## src/rtl/mod_74x04_arb_pkg.sv

```systemverilog
// Shared constants and state encoding for the 4-way arbiter around the 5-bit inverter bank.
package mod_74x04_arb_pkg;

    localparam int unsigned ARB_NREQ = 4;
    localparam int unsigned ARB_W    = 5;
    localparam int unsigned GNT_W    = 2;
    localparam int unsigned DONE_W   = 8;

    typedef enum logic [1:0] {
        IDLE  = 2'b00,
        DRIVE = 2'b01,
        RESP  = 2'b10
    } arb_state_e;

endpackage

```

## src/rtl/mod_74x04_5.sv

```systemverilog
// W-bit hex-inverter style bank: Y is the bitwise complement of A.
module mod_74x04_5 #(
    parameter int unsigned W = mod_74x04_arb_pkg::ARB_W
) (
    input  logic [W-1:0] A,
    output logic [W-1:0] Y
);

    assign Y = ~A;

endmodule

```

## src/rtl/mod_74x04_5_arb.sv

```systemverilog
// Round-robin arbiter feeding one shared inverter bank; one transaction in flight at a time.
module mod_74x04_5_arb
    import mod_74x04_arb_pkg::*;
#(
    parameter int unsigned NREQ = ARB_NREQ,
    parameter int unsigned W    = ARB_W
) (
    input  logic                CLK,
    input  logic                CLR_N,
    input  logic [NREQ-1:0]     REQ_VALID,
    output logic [NREQ-1:0]     REQ_READY,
    input  logic [NREQ*W-1:0]   REQ_DATA,
    output logic [NREQ-1:0]     RSP_VALID,
    input  logic [NREQ-1:0]     RSP_READY,
    output logic [W-1:0]        RSP_DATA,
    output logic [GNT_W-1:0]    GNT_ID,
    output logic                BUSY,
    output logic [DONE_W-1:0]   DONE_CNT
);

    arb_state_e             state_q, state_d;
    logic [GNT_W-1:0]       ptr_q, ptr_d;
    logic [GNT_W-1:0]       gnt_q, gnt_d;
    logic [W-1:0]           a_q, a_d;
    logic [W-1:0]           rsp_data_q, rsp_data_d;
    logic [NREQ-1:0]        rsp_valid_q, rsp_valid_d;
    logic [DONE_W-1:0]      done_q, done_d;
    logic                   busy_q, busy_d;

    logic [GNT_W-1:0]       cand;
    logic [GNT_W-1:0]       win;
    logic                   win_vld;
    logic [NREQ-1:0]        req_ready_c;
    logic [W-1:0]           inv_y;
    logic [NREQ-1:0][W-1:0] req_ops;

    assign req_ops = REQ_DATA;

    mod_74x04_5 #(
        .W (W)
    ) u_inv (
        .A (a_q),
        .Y (inv_y)
    );

    // Round-robin pick: first valid requester after ptr_q, wrapping to 0
    always_comb begin
        win_vld = 1'b0;
        win     = '0;
        cand    = '0;
        for (int k = 1; k <= int'(NREQ); k++) begin
            cand = GNT_W'((int'(ptr_q) + k) % int'(NREQ));
            if (!win_vld && REQ_VALID[cand]) begin
                win_vld = 1'b1;
                win     = cand;
            end
        end
    end

    // Accept strobe to the current winner, only while idle
    always_comb begin
        req_ready_c = '0;
        if ((state_q == IDLE) && win_vld) begin
            req_ready_c[win] = 1'b1;
        end
    end

    // Next-state and datapath updates for IDLE -> DRIVE -> RESP -> IDLE
    always_comb begin
        state_d    = state_q;
        ptr_d      = ptr_q;
        gnt_d      = gnt_q;
        a_d        = a_q;
        rsp_data_d = rsp_data_q;
        done_d     = done_q;
        unique case (state_q)
            IDLE: begin
                if (win_vld) begin
                    a_d     = req_ops[win];
                    gnt_d   = win;
                    state_d = DRIVE;
                end
            end
            DRIVE: begin
                rsp_data_d = inv_y;
                state_d    = RESP;
            end
            RESP: begin
                if (RSP_READY[gnt_q]) begin
                    state_d = IDLE;
                    ptr_d   = gnt_q;
                    done_d  = done_q + DONE_W'(1);
                end
            end
            default: begin
                state_d = IDLE;
            end
        endcase
        rsp_valid_d = '0;
        if (state_d == RESP) begin
            rsp_valid_d[gnt_d] = 1'b1;
        end
        busy_d = (state_d != IDLE);
    end

    // State and output registers; reset gives requester 0 first priority
    always_ff @(posedge CLK or negedge CLR_N) begin
        if (!CLR_N) begin
            state_q     <= IDLE;
            ptr_q       <= GNT_W'(NREQ - 1);
            gnt_q       <= '0;
            a_q         <= '0;
            rsp_data_q  <= '0;
            rsp_valid_q <= '0;
            done_q      <= '0;
            busy_q      <= 1'b0;
        end else begin
            state_q     <= state_d;
            ptr_q       <= ptr_d;
            gnt_q       <= gnt_d;
            a_q         <= a_d;
            rsp_data_q  <= rsp_data_d;
            rsp_valid_q <= rsp_valid_d;
            done_q      <= done_d;
            busy_q      <= busy_d;
        end
    end

    assign REQ_READY = req_ready_c;
    assign RSP_VALID = rsp_valid_q;
    assign RSP_DATA  = rsp_data_q;
    assign GNT_ID    = gnt_q;
    assign BUSY      = busy_q;
    assign DONE_CNT  = done_q;

endmodule

```

## config.mk

```make
export PLATFORM = sky130hd
export DESIGN_NAME = mod_74x04_5_arb
export DESIGN_NICKNAME = d
export VERILOG_FILES = /design/src/rtl/mod_74x04_arb_pkg.sv /design/src/rtl/mod_74x04_5.sv /design/src/rtl/mod_74x04_5_arb.sv
export SDC_FILE = /design/constraint.sdc
export NUM_CORES = 1
export LEC_CHECK = 0
export ABC_AREA = 0
export CORE_MARGIN = 2
export CORE_UTILIZATION = 39
export CTS_CLUSTER_SIZE = 12
export DETAILED_ROUTE_END_ITERATION = 8
export PLACE_DENSITY = 0.84
export SETUP_SLACK_MARGIN = 0.2
export SYNTH_ARGS = -nofsm -noshare
export SYNTH_HDL_FRONTEND = slang
export SYNTH_SLANG_ARGS = --single-unit
export TNS_END_PERCENT = 50
```

## constraint.sdc

```tcl
create_clock -name CLK -period 1.7 [get_ports CLK]
set_clock_uncertainty 0.05 [all_clocks]
set_input_delay 0.255 -clock CLK [delete_from_list [all_inputs] [get_ports CLK]]
set_output_delay 0.255 -clock CLK [all_outputs]
set_load 0.03 [all_outputs]
```

# [Word-level counts from Yosys, hierarchy flattened]
# Cells that the tools add are included.
[word_totals] regBits=29 in_bits=30 output_inout_bits=24 wordCells=70
[classes] n_addsub=5 magnitude_cmp=9 n_eq_ne=3 mux=31 bitwise=1 reduce_logical=13
[ops] cell="2-bit by 3-bit less-than comparator with 1-bit output, second input constant" count=7
[ops] cell="2-bit 2-to-1 mux" count=8
[ops] cell="1-bit 2-to-1 mux" count=11
[ops] cell="1-bit binary-select mux with 2-bit select" count=5
[ops] cell="5-bit binary-select mux with 2-bit select" count=1
[ops] cell="8-bit by 1-bit adder with 8-bit output, second input constant" count=1
[ops] cell="4-bit 2-to-1 mux" count=2
[ops] cell="1-bit logical AND" count=6
[ops] cell="2-bit one-hot mux with 3 select lines" count=1
[ops] cell="5-bit 2-to-1 mux" count=1
[ops] cell="5-bit NOT" count=1
[ops] cell="2-bit by 1-bit adder with 2-bit output, second input constant" count=2
[ops] cell="2-bit adder, second input constant" count=2
[ops] cell="1-bit demux with 2-bit select" count=2
[ops] cell="2-bit == test, second input constant" count=2
[ops] cell="2-bit by 1-bit >= comparator with 1-bit output, second input constant" count=2
[ops] cell="2-bit AND reduction" count=2
[ops] cell="1-bit zero test" count=3
[ops] cell="2-bit by 1-bit == test with 1-bit output, second input constant" count=1
[ops] cell="2-bit zero test" count=1
[ops] cell="2-bit nonzero test" count=1

# [Longest topological paths before layout]
# Gate-level depths: netlist of the first run.
[depth] word_depth=20 depth_mapped=6 depth_no_buf=6

# [Hierarchy]
# From an unflattened synthesis of the first run, not the netlist that was laid out.
[unflattened] hier_cells=131 hier_area_um2=1461.4
[by_module_without_submodules] mod="mod_74x04_5_arb" instances=1 cells_each=126 area_per_inst_um2=1442.6 seq_area_each_um2=728.2
[by_module_without_submodules] mod="mod_74x04_5" instances=1 cells_each=5 area_per_inst_um2=18.8 seq_area_each_um2=0.0

# [Worst setup path before layout of the first run]
# No wires, ideal clock.
[synth_path] kind="input -> output" start="input REQ_VALID[2]" end="output REQ_READY[3]" arrival_ns=1.675 required_time_ns=1.395 slack_ns=-0.280 stages=5 path_buffers=1 path_cell_list="nor2_1 o21ai_0 and3_1 buf_4 nor3_1"
[synth_between] elab_chain_len=17 elab_cells_between_ends=29 cone_classes="2 x order compare; 19 x mux; 8 x reduce/logical"
[synth_rtl] item="start: declaration" line_no="mod_74x04_5_arb.sv:10" text="input logic [NREQ-1:0] REQ_VALID,"
[synth_rtl] item="1-bit binary-select mux with 2-bit select" line_no="mod_74x04_5_arb.sv:53" text="if (!win_vld && REQ_VALID[cand]) begin"
[synth_rtl] item="1-bit 2-to-1 mux (not written as such)" line_no="mod_74x04_5_arb.sv:53"
[synth_rtl] item="1-bit 2-to-1 mux" line_no="mod_74x04_5_arb.sv:53"
[synth_rtl] item="1-bit zero test" line_no="mod_74x04_5_arb.sv:53"
[synth_rtl] item="1-bit logical AND" line_no="mod_74x04_5_arb.sv:53"
[synth_rtl] item="1-bit 2-to-1 mux" line_no="mod_74x04_5_arb.sv:53"
[synth_rtl] item="1-bit zero test" line_no="mod_74x04_5_arb.sv:53"
[synth_rtl] item="1-bit logical AND" line_no="mod_74x04_5_arb.sv:53"
[synth_rtl] item="1-bit 2-to-1 mux" line_no="mod_74x04_5_arb.sv:53"
[synth_rtl] item="1-bit zero test" line_no="mod_74x04_5_arb.sv:53"
[synth_rtl] item="1-bit logical AND" line_no="mod_74x04_5_arb.sv:53"
[synth_rtl] item="2-bit 2-to-1 mux" line_no="mod_74x04_5_arb.sv:53"
[synth_rtl] item="2-bit by 3-bit less-than comparator with 1-bit output (not written as such) / 2-bit by 1-bit >= comparator with 1-bit output (equally long branches)" line_no="mod_74x04_5_arb.sv:64" text="req_ready_c[win] = 1'b1;"
[synth_rtl] item="1-bit logical AND (not written as such)" line_no="mod_74x04_5_arb.sv:64"
[synth_rtl] item="1-bit 2-to-1 mux (not written as such)" line_no="mod_74x04_5_arb.sv:64"
[synth_rtl] item="1-bit demux with 2-bit select" line_no="mod_74x04_5_arb.sv:64"
[synth_rtl] item="4-bit 2-to-1 mux (*)" line_no="mod_74x04_5_arb.sv:63" text="if ((state_q == IDLE) && win_vld) begin"
[synth_rtl] item="end: declaration" line_no="mod_74x04_5_arb.sv:11" text="output logic [NREQ-1:0] REQ_READY,"
# Mark *: on every way between the ends. The rest lies on a longest branch, timed or not. The select of a mux whose other input is x is not followed.

# [Worst setup path in the final report of the first run]
[layout_path] start="register ptr_q[0]" end="output REQ_READY[1]"
[layout_between] elab_chain_len=18 elab_cells_between_ends=33 cone_classes="4 x add/sub; 2 x order compare; 19 x mux; 8 x reduce/logical"
[layout_rtl] item="start: declaration" line_no="mod_74x04_5_arb.sv:22" text="logic [GNT_W-1:0] ptr_q, ptr_d;"
[layout_rtl] item="start signal: assignment" line_no="mod_74x04_5_arb.sv:110" text="ptr_q <= GNT_W'(NREQ - 1);"
[layout_rtl] item="start signal: assignment" line_no="mod_74x04_5_arb.sv:119" text="ptr_q <= ptr_d;"
[layout_rtl] item="2-bit by 1-bit adder with 2-bit output" line_no="mod_74x04_5_arb.sv:52" text="cand = GNT_W'((int'(ptr_q) + k) % int'(NREQ));"
[layout_rtl] item="1-bit binary-select mux with 2-bit select" line_no="mod_74x04_5_arb.sv:53"
[layout_rtl] item="1-bit 2-to-1 mux (not written as such)" line_no="mod_74x04_5_arb.sv:53"
[layout_rtl] item="1-bit 2-to-1 mux" line_no="mod_74x04_5_arb.sv:53"
[layout_rtl] item="1-bit zero test" line_no="mod_74x04_5_arb.sv:53"
[layout_rtl] item="1-bit logical AND" line_no="mod_74x04_5_arb.sv:53"
[layout_rtl] item="1-bit 2-to-1 mux" line_no="mod_74x04_5_arb.sv:53"
[layout_rtl] item="1-bit zero test" line_no="mod_74x04_5_arb.sv:53"
[layout_rtl] item="(+2 left out)"
[layout_rtl] item="1-bit zero test" line_no="mod_74x04_5_arb.sv:53"
[layout_rtl] item="1-bit logical AND" line_no="mod_74x04_5_arb.sv:53"
[layout_rtl] item="2-bit 2-to-1 mux" line_no="mod_74x04_5_arb.sv:53"
[layout_rtl] item="2-bit by 3-bit less-than comparator with 1-bit output (not written as such) / 2-bit by 1-bit >= comparator with 1-bit output (equally long branches)" line_no="mod_74x04_5_arb.sv:64"
[layout_rtl] item="1-bit logical AND (not written as such)" line_no="mod_74x04_5_arb.sv:64"
[layout_rtl] item="1-bit 2-to-1 mux (not written as such)" line_no="mod_74x04_5_arb.sv:64"
[layout_rtl] item="1-bit demux with 2-bit select" line_no="mod_74x04_5_arb.sv:64"
[layout_rtl] item="4-bit 2-to-1 mux (*)" line_no="mod_74x04_5_arb.sv:63"
# Marks and branches as above.

==> results of run 1 <==
[layout make-up]
cell class / instances / area share (%)
multi-input combinational: 98 / 33.5
clock inverter: 2 / 0.409
tap: 46 / 2.35
clock buffer: 6 / 1.69
sequential: 29 / 29.8
inverter: 8 / 1.33
timing repair buffer: 82 / 30.9
[through the flow]
step                cells  TNS (ns)  total power (W)  hold WS (ns)  setup slack [ns]
finish                271     -2.18          0.00404         0.265            -0.366
global route          271     -3.06          0.00429         0.300            -0.473
CTS                   265     -2.12          0.00370         0.275            -0.378
detailed placement    254     -6.55          0.00326         0.414            -0.418
global placement      254     -5.37          0.00319         0.411            -0.362
floorplan             138    -0.140          0.00238       -0.0906           -0.0723
[timing repair]
action / CTS / global route
resized for setup: 46 / 40
endpoints found under the setup margin: 45 / 28
setup buffers: 3 / 6
pin swaps: 13 / 22
hold buffers: 0 / 0
[layer usage]
metal  routed length, um  vias to the layer above
met2                2180                       40
met5                   0                        -
met1                1570                      655
met4                 119                        0
li1                    -                      653
met3                 128                       11
[power breakdown]
part | switching (W) | total [W] | leakage (nW) | internal [W]
sequential | 0.000224 | 0.00120 | 0.359 | 0.000975
combinational | 0.00136 | 0.00247 | 0.773 | 0.00111
clock | 0.000216 | 0.000374 | 0.0320 | 0.000157
[state kept, by name, summed over array words and instances (netlist names)]
signal / count
state_q: 2
a_q: 5
RSP_DATA: 5
DONE_CNT: 8
BUSY: 1
GNT_ID: 2
ptr_q: 2
RSP_VALID: 4
[cells by family after synthesis]
group           Yosys count
fa+ha+maj                 1
simple gates             54
xor+xnor                  7
mux                       6
compound gates           30
buf+inv                  11
flops                    29
[cells in the mapped netlist, types with 2 or more instances]
master	count
nand2_1	17
xnor2_1	7
nor2_1	13
o21ai_2	2
nor2b_1	5
nand4_1	3
o21ai_0	8
mux2i_1	5
a211oi_1	10
a31oi_1	5
nand2b_1	4
dfrtp_1	27
buf_4	2
dfstp_2	2
and3_1	3
inv_1	7
[critical path: cells and delay by family, from the launching register on]
family,cells,cell delay (ns)
buffers and inverters,1,0.13
AOI/OAI and AO/OA,1,0.38
DFF,1,0.61
and+or+nand+nor,3,0.33
[how the worst max path moves through the flow]
stage	startpoint	to	cells after the start
6_report	ptr_q[0]$_DFFE_PN1P_	REQ_READY[1]	5
5_1_grt	ptr_q[0]$_DFFE_PN1P_	REQ_READY[0]	6
4_1_cts	ptr_q[0]$_DFFE_PN1P_	REQ_READY[0]	6
3_5_place_dp	REQ_VALID[1]	RSP_VALID[2]$_DFF_PN0_	7
3_3_place_gp	REQ_VALID[1]	REQ_READY[2]	6
2_1_floorplan	GNT_ID[0]$_DFF_PN0_	DONE_CNT[7]$_DFFE_PN0P_	6
==> impl_metrics.tcl, run 1 <==
set metrics [dict create \
    r2r-start "ptr_q[0]$_DFFE_PN1P_" \
    relSlewSlack_pct 74.2 \
    drive_gt1_share_pct 40.4 \
    ys_warn_count 0 \
    multi_input_area_um2 821 \
    grt_max_degree 30 \
    synth.net_count 169 \
    start_util_pct 41.2 \
    slowest_delay_ns 0.61 \
    yosysSeqAreaShare_pct 52.2 \
    critPathArrivalTime_ns 1.76 \
    grt_pass1_wl_mm 6.13 \
    avgViaCountPerCell 5.01 \
    coreArea_um2 3390 \
    synthSimpleGateAreaFrac_pct 19.6 \
    wirelength_mm 3.99 \
    max_slew.worst_pin.slew_ns 0.387 \
    grt_pass1_vias 1424 \
    mostFrequentLayoutCell "dfrtp_1" \
    die_w_um 63.8 \
    final_cell_mix "dfrtp_1 (26), clkdlybuf4s50_1 (25), buf_4 (22), dlygate4sd2_1 (17), buf_6 (11)" \
    drtIter0Drc 105 \
    gr-usage-met2_pct 35.0 \
    worstSkewPairLatency_ns 0.31 \
    nFillCells 242 \
    use_met3_pct 3.70 \
    fin_crit_ns 2.07 \
    ff2ff_setup_slack_ns -0.19 \
    max-cap-violations 0 \
    cp_data_required_time_ns 1.39 \
    dp_hpwl_mm 2.91 \
    ys_types 34 \
    outcome "finished with violations" \
    fin_nets 255 \
    grt_busiest_layer "met2" \
    h-tree-depth 2 \
    die_h_um 63.8 \
    synth_top_flop_cell "dfrtp_1" \
    cts-buffers-inserted 5 \
    worstReg2RegEnd "RSP_VALID[2]$_DFF_PN0_" \
    area_growth_pct 75.6 \
    critical_path_class "reg2out" \
    rr_worst_depth 7 \
    setup_viol 12 \
    antenna_cells 0 \
    synth-compound-area-share_pct 14.3 \
    worstPathCellList "nor2b_4 > o311ai_4 > nand2_2 > nor2_4 > buf_6" \
    seqCellArea_um2 729 \
    fin_util_pct 72.3 \
    gr-usage-met1_pct 21.2 \
    critPathCaptureType "primary output" \
    netlist_area_um2 1400 \
    p_leak_nw 1.16 \
    synth_top_area_cell "dfrtp_1" \
    ir_drop_mv 0.834 \
    antenna_found_initial 0 \
    synthMuxAreaShare_pct 5.20 \
    setup_ws_ns -0.366 \
    track_usage_pct 19.4 \
    clk_pin_slew_ns 0.09 \
    cts_tree "built" \
    powerDensity_nw_per_um2 1650 \
    clkSinkCount 29 \
    postRouteAntennaNets 0 \
    vias 1359 \
    overflow 0 \
    die_area_um2 4070 \
    fmax_ghz 0.484 \
    clockRootBuffer "clkbuf_4" \
    syn_area_per_cell_um2 10.1 \
    wl_per_cell_um 14.7 \
    finalHoldViolCount 0 \
    async_flop_share_pct 100 \
    synth-xor-area-share_pct 4.39 \
    critPathSlowestCell "dfstp_2" \
    synthAdderAreaFrac_pct 0.897 \
    cp-start-kind "flip-flop" \
    synth_area_leaders "dfrtp_1 (48%), a211oi_1 (5.4%), nand2_1 (4.6%)" \
    design_area_um2 2450 \
    drc 0 \
    ys_seq_elements 29 \
    failed_checks "negative setup slack" \
    syn_inst 138 \
    dr.pass1.iters 4 \
    routabilityCongestion 0.801 \
    worstPathMaxFanout 4 \
    synth_edf_count 0 \
    portBuffers 53 \
    clockBufferDepth 2 \
    post_dp_cell_area_um2 2160 \
    fin_crit_sh_pct 122 \
    rows 21 \
    yosysTopAreaCellShare_pct 48.4 \
    synth_top_family_by_area "simple AND/OR/NAND/NOR gates" \
    slew_violations 0 \
    hp-class "in2async" \
    pin_count 54 \
    rsz0062_at_grt "true" \
]
No activity file was read; power rests on OpenSTA's default activity.
==> inputs of run 2 (changes only) <==
--- a/config.mk
+++ b/config.mk
@@ -10,6 +10,7 @@
 export CORE_UTILIZATION = 39
 export CTS_CLUSTER_SIZE = 12
 export DETAILED_ROUTE_END_ITERATION = 8
+export HOLD_SLACK_MARGIN = 0.05
 export PLACE_DENSITY = 0.84
 export SETUP_SLACK_MARGIN = 0.2
 export SYNTH_ARGS = -nofsm -noshare
==> results of run 2 <==
Same layout as run 1: the final DEF is identical, and so are final timing and power.
